==> src/rtl/pipe_pkg.sv <==
// Shared definitions for the elastic pipeline stage register used between
// the IF/ID, ID/EX, EX/MEM and MEM/WB boundaries.
package pipe_pkg;

  // The encoding doubles as the occupancy count reported on occ_o.
  typedef enum logic [1:0] {
    EMPTY = 2'd0,
    ONE   = 2'd1,
    TWO   = 2'd2
  } stageState_e;

  localparam int DATA_W_DEF = 69;
  localparam int CTRL_W_DEF = 2;

endpackage

==> src/rtl/pipe_stage_reg.sv <==
// Two-entry skid-buffered pipeline stage: a main register drives the outputs and
// a skid register absorbs one entry so in_ready_o can be fully registered.
module pipe_stage_reg
  import pipe_pkg::*;
#(
  parameter int DATA_W = DATA_W_DEF,
  parameter int CTRL_W = CTRL_W_DEF
) (
  input  logic              clk_i,
  input  logic              rst_i,
  input  logic              flush_i,
  input  logic              in_valid_i,
  output logic              in_ready_o,
  input  logic [CTRL_W-1:0] ctrl_i,
  input  logic [DATA_W-1:0] data_i,
  output logic              out_valid_o,
  input  logic              out_ready_i,
  output logic [CTRL_W-1:0] ctrl_o,
  output logic [DATA_W-1:0] data_o,
  output logic [1:0]        occ_o
);

  stageState_e       state_p0;
  stageState_e       stateNext;
  logic              inRdy_p0;
  logic              vld_p0;
  logic [CTRL_W-1:0] mainCtrl_p0;
  logic [DATA_W-1:0] mainData_p0;
  logic [CTRL_W-1:0] skidCtrl_p1;
  logic [DATA_W-1:0] skidData_p1;

  logic inFire;
  logic outFire;
  logic loadMainIn;
  logic loadMainSkid;
  logic loadSkid;
  logic clrCtrl;

  assign vld_p0  = (state_p0 != EMPTY);
  assign inFire  = in_valid_i & inRdy_p0;
  assign outFire = vld_p0 & out_ready_i;

  always_comb begin
    stateNext    = state_p0;
    loadMainIn   = 1'b0;
    loadMainSkid = 1'b0;
    loadSkid     = 1'b0;
    clrCtrl      = 1'b0;
    if (flush_i) begin
      // Flush wins over everything, including an input firing this cycle.
      stateNext = EMPTY;
      clrCtrl   = 1'b1;
    end else begin
      case (state_p0)
        EMPTY: begin
          if (inFire) begin
            loadMainIn = 1'b1;
            stateNext  = ONE;
          end
        end
        ONE: begin
          if (inFire && outFire) begin
            loadMainIn = 1'b1;
          end else if (inFire) begin
            loadSkid  = 1'b1;
            stateNext = TWO;
          end else if (outFire) begin
            clrCtrl   = 1'b1;
            stateNext = EMPTY;
          end
        end
        TWO: begin
          if (outFire) begin
            loadMainSkid = 1'b1;
            stateNext    = ONE;
          end
        end
        default: begin
          clrCtrl   = 1'b1;
          stateNext = EMPTY;
        end
      endcase
    end
  end

  // ---- stage p0 (main) / p1 (skid) registers ----
  always_ff @(posedge clk_i or negedge rst_i) begin
    if (!rst_i) begin
      state_p0    <= EMPTY;
      inRdy_p0    <= 1'b1;
      mainCtrl_p0 <= '0;
      mainData_p0 <= '0;
      skidCtrl_p1 <= '0;
      skidData_p1 <= '0;
    end else begin
      state_p0 <= stateNext;
      inRdy_p0 <= (stateNext != TWO);
      if (loadMainIn) begin
        mainCtrl_p0 <= ctrl_i;
        mainData_p0 <= data_i;
      end else if (loadMainSkid) begin
        mainCtrl_p0 <= skidCtrl_p1;
        mainData_p0 <= skidData_p1;
      end else if (clrCtrl) begin
        // Data is left as-is so data_o keeps its last value while idle.
        mainCtrl_p0 <= '0;
      end
      if (loadSkid) begin
        skidCtrl_p1 <= ctrl_i;
        skidData_p1 <= data_i;
      end
    end
  end

  assign in_ready_o  = inRdy_p0;
  assign out_valid_o = vld_p0;
  assign ctrl_o      = mainCtrl_p0;
  assign data_o      = mainData_p0;
  assign occ_o       = state_p0;

endmodule

==> config.mk <==
export PLATFORM = sky130hd
export DESIGN_NAME = pipe_stage_reg
export DESIGN_NICKNAME = d
export VERILOG_FILES = /design/src/rtl/pipe_pkg.sv /design/src/rtl/pipe_stage_reg.sv
export SDC_FILE = /design/constraint.sdc
export NUM_CORES = 1
export LEC_CHECK = 0
export ABC_AREA = 1
export CAP_MARGIN = 20
export CORE_MARGIN = 2
export CORE_UTILIZATION = 49
export DETAILED_ROUTE_END_ITERATION = 8
export PLACE_DENSITY = 0.79
export SETUP_SLACK_MARGIN = 0.02
export SLEW_MARGIN = 10
export SYNTH_ARGS = -nofsm -noshare
export SYNTH_HDL_FRONTEND = slang
export SYNTH_SLANG_ARGS = --single-unit
export TNS_END_PERCENT = 30
==> constraint.sdc <==
create_clock -name clk_i -period 3.3 [get_ports clk_i]
set_clock_uncertainty 0.2 [all_clocks]
set_input_delay 0.33 -clock clk_i [delete_from_list [all_inputs] [get_ports clk_i]]
set_output_delay 0.33 -clock clk_i [all_outputs]
set_load 0.01 [all_outputs]
After elaboration in Yosys (flattened, before gate mapping):

Index checks and enable logic that the tools add are counted.

* mux-type cells: 26
* bitwise operators: 2
* reductions and logical operators: 6
* equal/unequal tests: 3

Operator list (number)
* $mux 69: 2
* $mux 2: 9
* $mux 1: 12
* $pmux 2 s3: 1
* $pmux 1 s2: 2
* $reduce_bool 2->1: 2
* $reduce_bool 3->1: 1
* $and 1x1->1: 2
* $eq 2x1->1 const B: 1
* $eq 2x2->1 const B: 1
* $logic_not 2->1: 1
* $ne 2x2->1 const B: 1
* $reduce_or 2->1: 1
* $logic_and 1x1->1: 1

* input port bits: 76
* output and inout port bits: 75
* register bits after elaboration: 145

Logic depth before layout (Yosys ltp):

* word-level depth: 10
* mapped depth: 9
* depth with buffers taken out: 7

Worst setup path after synthesis:

OpenSTA, ideal clock, no wires.

* path type: reg2reg
* from: register inRdy_p0, in the netlist in_ready_o
* to: register mainData_p0[28], in the netlist data_o[28]
* cell stages (with the launch flop): 10
* data required time: 2.976 ns
* library setup time: 0.124 ns
* arrival: 1.329 ns
* period minus slack after synthesis: 1.653 ns
* slack: 1.647 ns
* cell sequence: dfstp_2 -> nand2_1 -> inv_1 -> nand3_2 -> nand2_1 -> inv_2 -> buf_6 -> buf_6 -> nand2_2 -> nand3_1

* longest elaborated chain between the ends: 6
* elaborated cells between the ends (all ways): 8
* classes of those cells: mux: 5; bitwise: 1; reduce/logical: 2

Ends and longest elaborated chain
* start: declaration: RTL line pipe_stage_reg.sv:25 `logic inRdy_p0;`
* start signal: assignment: RTL line pipe_stage_reg.sv:97 `inRdy_p0 <= (stateNext != TWO);`
* $and 1x1->1 (*): RTL line pipe_stage_reg.sv:40 `assign inFire = in_valid_i & inRdy_p0;`
* $logic_and 1x1->1: RTL line pipe_stage_reg.sv:62 `if (inFire && outFire) begin`
* $mux 1: RTL line pipe_stage_reg.sv:62
* $pmux 1 s2 (*): RTL line pipe_stage_reg.sv:54 `case (state_p0)`
* $mux 1 (*): RTL line pipe_stage_reg.sv:49 `if (flush_i) begin`
* $mux 69 / $reduce_bool 2->1 (equally long branches)
* end signal: assignment: RTL line pipe_stage_reg.sv:100 `mainData_p0 <= data_i;`
* end signal: assignment: RTL line pipe_stage_reg.sv:103 `mainData_p0 <= skidData_p1;`
* end: declaration: RTL line pipe_stage_reg.sv:28 `logic [DATA_W-1:0] mainData_p0;`

Mark *: on every way between the ends. The rest lies on a longest branch, timed or not.
A chain may end at the register's enable or synchronous reset.

Final worst setup path:

* from: register state_p0[0], in the netlist occ_o[0]
* to: output out_valid_o

* longest elaborated chain between the ends: 1

Ends and longest elaborated chain
* start: declaration: RTL line pipe_stage_reg.sv:23 `stageState_e state_p0;`
* start signal: assignment: RTL line pipe_stage_reg.sv:96 `state_p0 <= stateNext;`
* $reduce_bool 2->1: RTL line pipe_stage_reg.sv:39 `assign vld_p0 = (state_p0 != EMPTY);`
* end: declaration: RTL line pipe_stage_reg.sv:16 `output logic out_valid_o,`

Every way passes these cells.

==> out/results.ini <==
[run_status]
outcome = finished, final reports clean

[synthesis]
synth_cell_type_count = 23
post-synth-top-area-cell = dfrtp_1
yosys_register_bits = 145
synth_top_area_share_pct = 58.8
ys_warn_count = 0
avgSynthCellArea_um2 = 8.64
mappedNetlistArea_um2 = 6120
seq_area_frac_synth_pct = 59.3
synth_cells = 709
synth.top_cells.by_area = dfrtp_1, nand2_1, nand3_1
syn_nets = 785

[power]
p_clk_share_pct = 32.7
internal_power_w = 0.00414
seqPwrFrac_pct = 45.5
swShare_pct = 27.4
leakage_nw = 4.08
combPwrFrac_pct = 21.8
power_density_nw_per_um2 = 688
p_total_w = 0.00570
p_sw_w = 0.00156
ir_drop_uv = 388

[place]
numPortBuffers = 150
gp_congestion = 0.795
dpl.hpwl_um = 9880

[critical_path]
crit_buf_inv = 2
path_cells = inv_2 -> nand2_4 -> clkdlybuf4s50_1
reg2reg_from = occ_o[1]
rrSetupSlack_ns = 1.16
r2r_cells = 8
r2r_end = data_o[43]
critPathTopFamily = buffers and inverters
end_kind = primary output
start_kind = flip-flop
worstPathArrival_ns = 1.67
crit_path_max_fanout = 6
required_ns = 2.77
critical-path-slowest-cell = clkdlybuf4s50_1
slowest_delay_ns = 0.56
worstSetupPathType = reg2out

[flow_run]
maxCapViolCount = 0

[global_routing]
grt_max_degree = 100
grt_pass1_wl_um = 24000
gr-total-overflow = 0
grt_pass1_vias = 5063
antenna_found_initial = 0
track_usage_pct = 23.1

[cts]
cts_root_buf = clkbuf_16
h-tree-depth = 4
cts_resized = 0
cts.sinks = 145
cts_tree = built
clkSlewWorstSetupHoldPaths_ns = 0.05
clk-insertion-delay-late_ns = 0.41
numCtsBuffers = 17
clock_path_buffers = 2

[final_layout]
num_antenna_cells = 0
drive_gt1_share_pct = 6.82
area_growth_pct = 35.2
layout_commonest_cell = nand2_1
finish.utilization_pct = 68.3
final_cell_mix = nand2_1, clkdlybuf4s50_1, dfrtp_1
final_nets = 928

[die]
dieArea_um2 = 13400
core_area_um2 = 12100
die-height_um = 116
rows = 40
ios = 151
start_util_pct = 50.6
die_w_um = 116

[routing]
via_per_inst = 5.03
via_count = 5199
dr.pass1.iters = 7
wirelength_um = 14700
drtIter0Drc = 498
wire_per_inst_um = 14.2
drtAntennaViolNets = 0
drc = 0

[hold_path]
hp-start = ctrl_o[1]
hold_end = ctrl_o[1]
whs_path_depth = 2
hold_path_class = reg2reg

[sta]
tightestPinTransition_ns = 0.735
drv_slew = 0
max_freq_mhz = 455
tns_ns = 0
max_slew_margin_pct = 50.9
rsz0062_at_grt = no
hold_viol = 0
min_period_over_period_pct = 66.6
finalSetupViolations = 0
post-route-min-period_ns = 2.20

## repair_timing
action | CTS | global route
endpoints found under the hold margin | 70 | 0
hold buffers | 1 | 0
setup endpoints to repair | 0 | 0
buffers inserted | 0 | 0
## layout make-up
cell class / count / area [um2]
inverters: 80 / 300
clock inverters: 5 / 75.1
multi-input cells: 448 / 1940
flip-flops and latches: 145 / 3630
well taps: 168 / 210
repair buffers: 160 / 1620
fillers: 947 / 3830
clock buffers: 27 / 503
## Yosys cell counts
library cell	number
buf_2	23
buf_12	1
nand2_1	279
nor2_1	5
o21ai_1	42
dfstp_2	1
nand4_4	1
dfrtp_1	144
a22oi_1	2
nand3_2	1
inv_1	74
clkbuf_1	2
buf_6	9
nand2_2	11
inv_2	5
o21ai_0	27
nor2_2	1
clkinv_1	1
a21oi_1	3
nand3_1	73
nand2_4	1
o21ai_2	2
buf_4	1
## logic make-up (layout without fill, tap and decap cells)
family,after synthesis,after routing,share of synthesized area (%)
simple gates,372,372,25.3
buf+inv,116,272,9.01
flops,145,145,59.3
compound gates,76,76,6.42
## state kept, by name, summed over array words and instances (netlist names)
register / count
data_o: 69
skidData_p1: 69
ctrl_o: 2
occ_o: 2
skidCtrl_p1: 2
in_ready_o: 1
## power by group through the flow
stage / logic [W] / registers [W] / clock network, W
2_1_floorplan: 0.000517 / 0.00263 / 0
3_3_place_gp: 0.00119 / 0.00258 / 0
3_5_place_dp: 0.00125 / 0.00261 / 0
4_1_cts: 0.00126 / 0.00259 / 0.00190
5_1_grt: 0.00139 / 0.00265 / 0.00199
6_report: 0.00124 / 0.00259 / 0.00186
## how the worst max path moves through the flow
stage | depth (start not counted) | startpoint | to
after global placement | 9 | in_valid_i | data_o[55]
after floorplan | 9 | in_ready_o | data_o[28]
after global routing | 8 | occ_o[1] | data_o[43]
final | 3 | occ_o[0] | out_valid_o
after CTS | 3 | occ_o[0] | out_valid_o
after detailed placement | 9 | out_ready_i | data_o[43]
## metrics by stage
| step | hold WS (ns) | setup WS, ns | instances | cell area, um2 |
|---|---|---|---|---|
| final | 0.272 | 1.10 | 1033 | 8280 |
| after global routing | 0.283 | 1.03 | 1033 | 8280 |
| after CTS | 0.274 | 1.09 | 1033 | 8280 |
| after detailed placement | 0.190 | 0.825 | 1000 | 7690 |
| after global placement | 0.180 | 0.910 | 1000 | 7690 |
| after floorplan | -0.166 | 1.65 | 709 | 6120 |
## routing by layer
metal | up-vias | global-route usage (%) | wire length [um]
met5 | - | 0 | 0
met4 | 0 | 8.49 | 309
met3 | 21 | 6.43 | 856
met2 | 181 | 38.3 | 7550
met1 | 2510 | 29.3 | 5970
li1 | 2487 | - | -
## tightest hold or removal path: cells and delay by family (launching register included)
family	cells	cell delay, ns
flops	1	0.34
simple gates	2	0.10
(Power assumes the default switching activity.)
